==> src/rtl/mod_unit.sv <==
// mod_unit: byte-to-symbol modulator front end.
// Fetches one byte per rd strobe and emits it as two 4B/5B symbols,
// high nibble first, with mod_en marking data symbols on dmod.
// Outputs are registered from the next-state decode, so they follow the
// state register exactly and never see a combinational path from inputs.
module mod_unit #(
  parameter logic [4:0] IDLE_CODE = 5'b11111
) (
  input  logic       clk,
  input  logic       rst_n,    // synchronous, active-high despite the name
  input  logic       rdy,      // 1 = hold off fetching new bytes
  input  logic [7:0] data_in,
  output logic [4:0] dmod,
  output logic       rd,
  output logic       mod_en
);

  typedef enum logic [1:0] {
    ST_IDLE   = 2'd0,
    ST_READ   = 2'd1,
    ST_SYM_HI = 2'd2,
    ST_SYM_LO = 2'd3
  } state_t;

  // Standard 4B/5B data code table.
  function automatic logic [4:0] enc_4b5b(input logic [3:0] nib);
    logic [4:0] code;
    case (nib)
      4'h0:    code = 5'b11110;
      4'h1:    code = 5'b01001;
      4'h2:    code = 5'b10100;
      4'h3:    code = 5'b10101;
      4'h4:    code = 5'b01010;
      4'h5:    code = 5'b01011;
      4'h6:    code = 5'b01110;
      4'h7:    code = 5'b01111;
      4'h8:    code = 5'b10010;
      4'h9:    code = 5'b10011;
      4'hA:    code = 5'b10110;
      4'hB:    code = 5'b10111;
      4'hC:    code = 5'b11010;
      4'hD:    code = 5'b11011;
      4'hE:    code = 5'b11100;
      4'hF:    code = 5'b11101;
      default: code = 5'b11111;
    endcase
    return code;
  endfunction

  state_t     state_r;
  state_t     state_nxt_s;
  logic [7:0] byte_r;
  logic [7:0] byte_nxt_s;
  logic [4:0] dmod_nxt_s;
  logic       rd_nxt_s;
  logic       mod_en_nxt_s;
  logic [4:0] dmod_r;
  logic       rd_r;
  logic       mod_en_r;

  // State and byte registers; reset discards any byte in flight.
  always_ff @(posedge clk) begin
    if (rst_n) begin
      state_r <= ST_IDLE;
      byte_r  <= 8'h00;
    end else begin
      state_r <= state_nxt_s;
      byte_r  <= byte_nxt_s;
    end
  end

  // Next-state logic; rdy only matters at byte boundaries (IDLE, SYM_LO).
  always_comb begin
    state_nxt_s = state_r;
    byte_nxt_s  = byte_r;
    case (state_r)
      ST_IDLE: begin
        if (!rdy) begin
          state_nxt_s = ST_READ;
        end else begin
          state_nxt_s = ST_IDLE;
        end
      end
      ST_READ: begin
        state_nxt_s = ST_SYM_HI;
        byte_nxt_s  = data_in;
      end
      ST_SYM_HI: begin
        state_nxt_s = ST_SYM_LO;
      end
      ST_SYM_LO: begin
        if (!rdy) begin
          state_nxt_s = ST_READ;
        end else begin
          state_nxt_s = ST_IDLE;
        end
      end
      default: begin
        state_nxt_s = ST_IDLE;
      end
    endcase
  end

  // Output decode of the state/byte about to be registered.
  always_comb begin
    rd_nxt_s     = 1'b0;
    mod_en_nxt_s = 1'b0;
    dmod_nxt_s   = IDLE_CODE;
    case (state_nxt_s)
      ST_IDLE: begin
        rd_nxt_s = 1'b0;
      end
      ST_READ: begin
        rd_nxt_s = 1'b1;
      end
      ST_SYM_HI: begin
        mod_en_nxt_s = 1'b1;
        dmod_nxt_s   = enc_4b5b(byte_nxt_s[7:4]);
      end
      ST_SYM_LO: begin
        mod_en_nxt_s = 1'b1;
        dmod_nxt_s   = enc_4b5b(byte_nxt_s[3:0]);
      end
      default: begin
        dmod_nxt_s = IDLE_CODE;
      end
    endcase
  end

  // Output registers; they mirror the IDLE decode while in reset.
  always_ff @(posedge clk) begin
    if (rst_n) begin
      rd_r     <= 1'b0;
      mod_en_r <= 1'b0;
      dmod_r   <= IDLE_CODE;
    end else begin
      rd_r     <= rd_nxt_s;
      mod_en_r <= mod_en_nxt_s;
      dmod_r   <= dmod_nxt_s;
    end
  end

  assign rd     = rd_r;
  assign mod_en = mod_en_r;
  assign dmod   = dmod_r;

endmodule

==> config.mk <==
export PLATFORM = sky130hd
export DESIGN_NAME = mod_unit
export DESIGN_NICKNAME = d
export VERILOG_FILES = /design/src/rtl/mod_unit.sv
export SDC_FILE = /design/constraint.sdc
export NUM_CORES = 1
export LEC_CHECK = 0
export BUFFER_PORTS_ARGS = -buffer_cell sky130_fd_sc_hd__buf_2
export CAP_MARGIN = 10
export CORE_MARGIN = 2
export CORE_UTILIZATION = 30
export CTS_CLUSTER_DIAMETER = 30
export DETAILED_ROUTE_END_ITERATION = 12
export PLACE_DENSITY = 0.61
export SLEW_MARGIN = 20
export SYNTH_ARGS = -nofsm -noshare
export SYNTH_HDL_FRONTEND = slang
export SYNTH_SLANG_ARGS = --single-unit
==> constraint.sdc <==
create_clock -name clk -period 2.45 [get_ports clk]
set_input_delay 0.6125 -clock clk [delete_from_list [all_inputs] [get_ports clk]]
set_output_delay 0.6125 -clock clk [all_outputs]
set_load 0.05 [all_outputs]
# ---- Yosys cells after proc, flatten, opt, wreduce, memory -nomap -nowiden
# Memory sizes are Yosys's and may differ from the RTL's.
# Index checks and enable logic that the tools add are counted.
# Widths: inputs -> output; s select.
dict set report word_totals {
  reg_bits 17
  in_bits 11
  output_inout_bits 7
  romBits 160
  word_cells 22
  memories 2
}
dict set report op_classes {
  eq_ne 6
  n_reduce_logical 3
  n_mux 6
}
# memory words word_bits read_ports rd_clocked_by_memory_dff wr line
set mem_list {}
lappend mem_list {{(name not given)} 16 5 1 0 0 28} ;# case (nib)
lappend mem_list {{(name not given)} 16 5 1 0 0 28}
# cell n
set op_table {}
lappend op_table {{$pmux 5 s2} 1}
lappend op_table {{$eq 2x2->1 const B} 4}
lappend op_table {{$mux 8} 1}
lappend op_table {{$pmux 2 s3} 1}
lappend op_table {{$eq 2x1->1 const B} 2}
lappend op_table {{$reduce_or 2->1} 2}
lappend op_table {{$mux 1} 3}
lappend op_table {{$logic_not 2->1} 1}

# ---- Depth between registers and ports, before layout
# Gate-level depths: netlist (run 1).
dict set report logic_depth {
  ltp_word 6
  ltp_mapped 7
  depth_no_buf 6
}

# ---- Worst setup path before layout (run 1)
# OpenSTA, ideal clock, no wires.
dict set report synth_path {
  path_type {register -> register}
  startpoint {register state_r[1]}
  endpoint {register dmod_r[1], in the netlist dmod[1]}
  t_arrival_ns 1.700
  t_required_ns 2.315
  slack_ns 0.615
  n_path_buf 1
  setup_time_ns 0.135
  path_stages_with_launch 7
  period_less_slack_ns 1.835
  path_cell_list {dfxtp_1 inv_1 ha_1 buf_6 mux2_4 o311ai_1 nand3_1}
}
dict set report synth_via {
  elab_chain_len 5
  elab_cells_between_ends 12
  classes_between {5 x eq/ne; 3 x mux; 2 x reduce/logical; 2 x memory}
}
# element line
set synth_lines {}
lappend synth_lines {{start: declaration} 50} ;# state_t state_r;
lappend synth_lines {{start signal: assignment} 67} ;# state_r <= state_nxt_s;
lappend synth_lines {{branches (longest 4 deep; another with $mem_v2 16x5)} --}
lappend synth_lines {{$pmux 5 s2 *} 109} ;# case (state_nxt_s)
lappend synth_lines {{end signal: assignment} 139} ;# dmod_r <= dmod_nxt_s;
lappend synth_lines {{end: declaration} 57} ;# logic [4:0] dmod_r;
# Mark *: on every way between the ends.
# A chain may end at the register's enable or synchronous reset.

# ---- Final worst setup path (run 1)
# Ends and elaborated chain as after synthesis.

==> results.py, run 1 <==
metrics = {
    "drt": {
        "antenna_left": 0,
        "wl_per_cell_um": 9.51,
        "dr_total_vias": 462,
        "finalWirelength_um": 970,
        "post_drt_via_cell_ratio": 4.53,
        "drt_iter0_drc": 5,
        "drc": 0,
        "drt_first_pass_iters": 4,
    },
    "power": {
        "power.share.switching_pct": 41.9,
        "clockPowerShare_pct": 20.5,
        "total_power_mw": 0.771,
        "power.share.sequential_pct": 33.7,
        "power_density_nw_per_um2": 1160,
        "combPwrFrac_pct": 45.8,
        "internal_power_mw": 0.448,
        "p_leak_nw": 0.278,
        "total_switching_power_mw": 0.323,
        "vdd.ir_drop.worst_mv": 0.460,
    },
    "global_routing": {
        "gr-usage-all-layers_pct": 11.0,
        "antenna_found_initial": 0,
        "first_global_vias": 369,
        "largest_net_degree_at_the_start_of_global_routing": 12,
        "grt.overflow.total": 0,
        "grt_pass1_wl_um": 1570,
    },
    "worst_setup_path": {
        "logic_depth_of_the_worst_register_to_register_path": 5,
        "crit_path_start": "state_r[1]$_SDFF_PP0_",
        "reg2reg_slack_ns": 0.78,
        "critical_path.startpoint_type": "register",
        "critical_path_required_ns": 2.60,
        "worstSetupEndpointType": "register",
        "critical_path_arrival_ns": 1.82,
        "timing_worst_setup_path_type": "reg2reg",
        "origin_of_the_critical_flop_to_flop_path": "state_r[1]$_SDFF_PP0_",
        "timing.critical_path.fanout_max": 11,
        "crit-reg2reg-capture": "dmod[1]$_SDFF_PP1_",
    },
    "synthesis": {
        "netlist_area_um2": 534,
        "mappedNetlistNets": 72,
        "synth.yosys.seq_area_share_pct": 45.0,
        "synthesis.yosys.warnings": 0,
        "synth_cells": 59,
        "synth-seq-cells": 12,
        "synth_area_per_cell_um2": 9.06,
        "ys_types": 19,
    },
    "clock_tree": {
        "worstSkewPairLatency_ns": 0.27,
        "postCtsResizedCells": 0,
        "htree_levels": 1,
        "clock_sink_count": 12,
        "ctsRootBufferMaster": "clkbuf_4",
        "post_cts_setup_buffer_count": 0,
        "cts.hold.buffers_added": 0,
        "cts-buffers-inserted": 3,
        "clock_path_buffers": 2,
        "clock_tree_from_tritoncts": "yes",
        "clock_transition_at_the_register_clock_pins_on_the_worst_setup_and_hold_paths_after_cts_ns": 0.07,
    },
    "timing": {
        "min_period_ns": 1.67,
        "finClkSkew_ns": 0.000822,
        "timing.slew.headroom_pct": 70.8,
        "fmax_mhz": 600,
        "slew_violations": 0,
        "report.final.hold_viol_count": 0,
        "final.setup.tns_ns": 0,
        "worst_pin_slew_ns": 0.438,
        "postLayoutSetupSlackWorst_ns": 0.784,
        "hold_slack_ns": 0.531,
        "post-route-period-util_pct": 68.0,
        "rsz0062_at_grt": "no",
        "final-setup-viol-count": 0,
    },
    "finish": {
        "layout.cells.non_filler": 102,
        "antenna_cells": 0,
        "final_common_cell": "buf_2",
        "layout-area-overhead-vs-synth_pct": 24.8,
        "n_fill_cell": 182,
        "fin_area_um2": 667,
        "post_route_cells_drive_above_1_share_pct": 32.5,
        "net_total_in_the_final_layout": 91,
        "final_util_pct": 39.0,
        "final_cell_mix": "17 x buf_2, 12 x dfxtp_1, 7 x nand3_1",
    },
    "floorplanning": {
        "floorplan.die_area_um2": 2130,
        "row_count": 15,
        "starting_utilization_of_the_core_area_pct": 31.3,
        "io_pins": 18,
        "die_y_um": 46.2,
        "fp.coreArea_um2": 1710,
        "dieWidth_um": 46.2,
    },
    "min_path": {
        "holdPathStages": 2,
        "worstHoldPathType": "reg2reg",
        "min_delay_worst_endpoint": "byte_r[1]$_SDFF_PP0_",
        "hp-start": "byte_r[1]$_SDFF_PP0_",
    },
    "placement": {
        "placed_area_um2": 631,
        "placed_wire_length_estimate_um": 771,
        "place_inst": 98,
        "routabilityCongestion": 0.838,
        "detailedPlace.worstSlack_ns": 0.769,
        "io_buffers": 17,
    },
    "outcome": {
        "outcome": "finished clean",
    },
    "job": {
        "max-cap-violations": 0,
    },
}
[worst max-delay path: stages (launching register included)]
cell,delay [ns]
dfxtp_1,0.33
inv_1,0.05
ha_1,0.41
mux2_4,0.37
o311ai_1,0.27
nand3_1,0.10
[power groups by stage]
| stage | sequential [mW] | clock (mW) | combinational [mW] |
|---|---|---|---|
| final | 0.260 | 0.158 | 0.353 |
| after floorplan | 0.394 | 0 | 0.165 |
| after CTS | 0.261 | 0.165 | 0.356 |
| after global routing | 0.265 | 0.173 | 0.386 |
| after detailed placement | 0.266 | 0 | 0.355 |
| after global placement | 0.264 | 0 | 0.354 |
[synth_stat cells, drive strengths merged]
master  count  share of area [%]
dfxtp      12                 45
nand3       7                6.6
nor2        6                4.2
o21ai       6                5.6
inv         4                2.8
mux2        4                 11
a21oi       3                2.8
nor2b       3                3.5
nor3        3                2.8
buf         2                3.0
ha          2                4.7
nand2       2                1.4
o311ai      2                3.3
and2        1                1.2
clkbuf      1               0.70
mux2i       1                1.9
[per-layer routing]
| layer | wire length [um] | track usage (%) | share of wire, % |
|---|---|---|---|
| met2 | 436 | 15.6 | 45 |
| met3 | 79 | 5.88 | 8.1 |
| met1 | 436 | 13.4 | 45 |
| met5 | 0 | 0 | 0 |
| met4 | 18 | 5.14 | 1.9 |
[worst max-delay path by stage]
stage / to / depth (start not counted)
3_3_place_gp: dmod[1]$_SDFF_PP1_ / 5
4_1_cts: dmod[1]$_SDFF_PP1_ / 5
3_5_place_dp: dmod[1]$_SDFF_PP1_ / 5
2_1_floorplan: dmod[1]$_SDFF_PP1_ / 6
5_1_grt: dmod[1]$_SDFF_PP1_ / 5
6_report: dmod[1]$_SDFF_PP1_ / 5
[sequential cells by signal, indices dropped and copies added, names as in the netlist]
signal   cells
dmod         5
byte_r       4
state_r      2
rd           1
[cells by family (layout without fill, tap and decap cells)]
family | after synthesis | in the layout | synth area share (%)
AND/OR/NAND/NOR | 22 | 22 | 19.7
buffers and inverters | 7 | 25 | 6.55
AO/OA/AOI/OAI | 11 | 11 | 11.7
multiplexers | 5 | 5 | 12.4
adder cells (fa/ha/maj) | 2 | 2 | 4.68
flip-flops | 12 | 12 | 45.0
[final cells by class]
type / count / area, um^2 / area share [%]
timing repair buffer: 17 / 85.1 / 12.8
sequential: 12 / 240 / 36.0
inverter: 4 / 15.0 / 2.25
clock buffer: 4 / 36.3 / 5.44
tap: 25 / 31.3 / 4.69
multi-input combinational: 40 / 259 / 38.8
No activity file was read; power rests on OpenSTA's default activity.
==> run 2: changes to the inputs <==
ABC_AREA = 1   (was not set)
PLACE_DENSITY = 0.59   (was 0.61)
clock period = 1.68 ns   (was 2.45 ns; I/O delays follow)
==> run 2 against run 1 <==
  * Worst hold slack worse by 0.097 ns
  * Non-clock buffer count is 2 higher
  * Largest cell class unchanged
  * Clock power is 27% higher
==> results.py, run 2 <==
metrics = {
    "clock_tree": {
        "cts.hold.buffers_added": 0,
        "htree_levels": 1,
        "clock_sink_count": 16,
        "ctsRootBufferMaster": "clkbuf_4",
        "clock_tree_from_tritoncts": "yes",
        "clock_path_buffers": 2,
        "post_cts_setup_buffer_count": 0,
        "cts-buffers-inserted": 3,
        "clock_transition_at_the_register_clock_pins_on_the_worst_setup_and_hold_paths_after_cts_ns": 0.08,
        "worstSkewPairLatency_ns": 0.28,
        "postCtsResizedCells": 0,
    },
    "synthesis": {
        "synthesis.yosys.warnings": 0,
        "synth_top_cells_by_count": "40 x nand2_1, 16 x dfxtp_1, 14 x inv_1",
        "synth_cells": 111,
        "netlist_area_um2": 753,
        "synth.most_common_cell": "nand2_1",
        "synth.top_cells.by_area": "dfxtp_1 43%, nand2_1 20%, inv_1 7.0%",
        "synth-seq-cells": 16,
        "ys_types": 17,
        "mappedNetlistNets": 124,
        "yosys.area.top_type_share_pct": 42.5,
        "cell_taking_the_most_area_after_synthesis": "dfxtp_1",
        "yosys_most_used_dff": "dfxtp_1",
        "ys_async_sr_fraction_pct": 0,
        "synth.yosys.seq_area_share_pct": 42.5,
        "synth_edf_count": 0,
        "synth_area_per_cell_um2": 6.79,
    },
    "finish": {
        "post_route_cells_drive_above_1_share_pct": 24.6,
        "register_with_the_highest_flop_count": "byte_r",
        "final_common_cell": "nand2_1",
        "antenna_cells": 0,
        "layout.cells.non_filler": 160,
        "final_cell_mix": "40 x nand2_1, 17 x buf_2, 16 x dfxtp_1",
        "net_total_in_the_final_layout": 145,
        "final_util_pct": 36.7,
        "fin_area_um2": 892,
        "max_reg_flops": 8,
        "layout-area-overhead-vs-synth_pct": 18.4,
    },
    "power": {
        "power.share.switching_pct": 46.8,
        "combPwrFrac_pct": 52.7,
        "vdd.ir_drop.worst_mv": 0.734,
        "power_density_nw_per_um2": 1690,
        "power.share.sequential_pct": 34.1,
        "internal_power_mw": 0.801,
        "p_leak_nw": 0.451,
        "total_switching_power_mw": 0.704,
        "clockPowerShare_pct": 13.3,
    },
    "drt": {
        "antenna_left": 0,
        "drc": 0,
        "drt_iter0_drc": 8,
        "post_drt_via_cell_ratio": 4.39,
        "drt_first_pass_iters": 4,
        "finalWirelength_um": 1520,
        "wl_per_cell_um": 9.49,
        "dr_total_vias": 702,
    },
    "placement": {
        "routabilityCongestion": 0.719,
        "place_inst": 157,
        "placed_wire_length_estimate_um": 1210,
        "io_buffers": 17,
        "placed_area_um2": 865,
    },
    "floorplanning": {
        "die_y_um": 54.1,
        "row_count": 18,
        "dieWidth_um": 54.1,
        "starting_utilization_of_the_core_area_pct": 31.0,
        "io_pins": 18,
        "fp.coreArea_um2": 2430,
        "floorplan.die_area_um2": 2930,
    },
    "global_routing": {
        "antenna_found_initial": 0,
        "grt.overflow.total": 0,
        "gr-usage-all-layers_pct": 12.2,
        "grt_pass1_wl_um": 2480,
        "largest_net_degree_at_the_start_of_global_routing": 12,
        "first_global_vias": 609,
    },
    "worst_setup_path": {
        "timing.critical_path.cells": "inv_1 -> ha_2 -> buf_4 -> nand2_1 -> nand2_1 -> nand2_1 -> nand2_1 -> nand2_1 -> nand2_1 -> nand3_1",
        "timing.critical_path.fanout_max": 8,
        "cp_common_cell": "nand2_1",
        "timing_worst_setup_path_type": "reg2reg",
        "critical_path.startpoint_type": "register",
        "critical_path_arrival_ns": 1.60,
        "cp.buffers_inverters": 2,
        "timing.critical_path.slowest_stage_cell": "dfxtp_1",
        "critical_path_required_ns": 1.85,
        "worstSetupEndpointType": "register",
        "worst_path_dominant_cell_family": "simple AND/OR/NAND/NOR gates",
        "cp_slowest_stage_delay_ns": 0.33,
        "reg2reg_slack_ns": 0.25,
    },
    "timing": {
        "post-route-period-util_pct": 84.8,
        "rsz0062_at_grt": "no",
        "slew_violations": 0,
        "final.setup.tns_ns": 0,
        "report.final.hold_viol_count": 0,
        "finClkSkew_ns": 0.00868,
        "final-setup-viol-count": 0,
        "hold_slack_ns": 0.434,
        "worst_pin_slew_ns": 0.267,
        "min_period_ns": 1.43,
        "timing.slew.headroom_pct": 82.1,
        "fmax_mhz": 702,
    },
    "outcome": {
        "outcome": "finished clean",
    },
    "job": {
        "max-cap-violations": 0,
    },
    "min_path": {
        "worstHoldPathType": "in2reg",
    },
}
run 2: changes by cell type after synthesis, moves of 2 or more:
cell / before / now
nor2b_1: 3 / 0
o21ai_0: 6 / 2
nor2_1: 6 / 9
nand2_2: 0 / 6
inv_1: 4 / 14
mux2_4: 3 / 0
o21ai_1: 0 / 2
nand2_1: 2 / 40
inv_2: 0 / 2
dfxtp_1: 12 / 16
run 2: layout make-up:
| cell class | instances | area (um^2) |
|---|---|---|
| tap | 30 | 37.5 |
| inverter | 17 | 67.6 |
| clock buffer | 3 | 22.5 |
| multi-input combinational | 75 | 344 |
| timing repair buffer | 19 | 100 |
| fill | 278 | 1540 |
| sequential | 16 | 320 |
run 2: per-stage QoR:
step	setup WS, ns	total power, mW
after floorplan	0.00619	1.17
after global placement	0.165	1.31
after detailed placement	0.167	1.31
after CTS	0.150	1.52
after global routing	0.117	1.64
final	0.255	1.51
run 2: path summary, 6_finish.rpt:
path,from,end,cells past startpoint
max,state_r[1]$_SDFF_PP0_,dmod[1]$_SDFF_PP1_,10
min,data_in[4],dmod[0]$_SDFF_PP1_,3
max reg2reg,state_r[1]$_SDFF_PP0_,dmod[1]$_SDFF_PP1_,10
min reg2reg,byte_r[4]$_SDFF_PP0_,byte_r[4]$_SDFF_PP0_,2
run 2: power by group through the flow:
| stage | logic (mW) | clock network (mW) | registers, mW |
|---|---|---|---|
| 2_1_floorplan | 0.458 | 0 | 0.710 |
| 3_3_place_gp | 0.787 | 0 | 0.521 |
| 3_5_place_dp | 0.790 | 0 | 0.523 |
| 4_1_cts | 0.795 | 0.208 | 0.514 |
| 5_1_grt | 0.891 | 0.223 | 0.525 |
| 6_report | 0.793 | 0.200 | 0.513 |
run 2: worst register-to-register path, delay by kind of cell (launching register included):
family,cells,cell delay [ns]
DFF,1,0.33
buffers and inverters,2,0.24
and+or+nand+nor,7,0.49
adders and majority gates,1,0.26
run 2: routing by layer:
layer  global-route usage [%]  up-vias  wire length [um]  share of wire (%)
met4                     6.25        0                21                1.4
met2                     19.7       19               684                 45
met1                     15.1      306               739                 49
met5                        0        -                 0                  0
li1                         -      375                 -                  -
met3                     2.50        2                72                4.7
run 2: cells by family (layout without fill, tap and decap cells):
| family | Yosys count | in the layout | share of synthesized area, % |
|---|---|---|---|
| compound gates | 8 | 8 | 5.98 |
| fa+ha+maj | 2 | 2 | 3.32 |
| buf+inv | 20 | 39 | 12.1 |
| flops | 16 | 16 | 42.5 |
| simple gates | 65 | 65 | 36.0 |
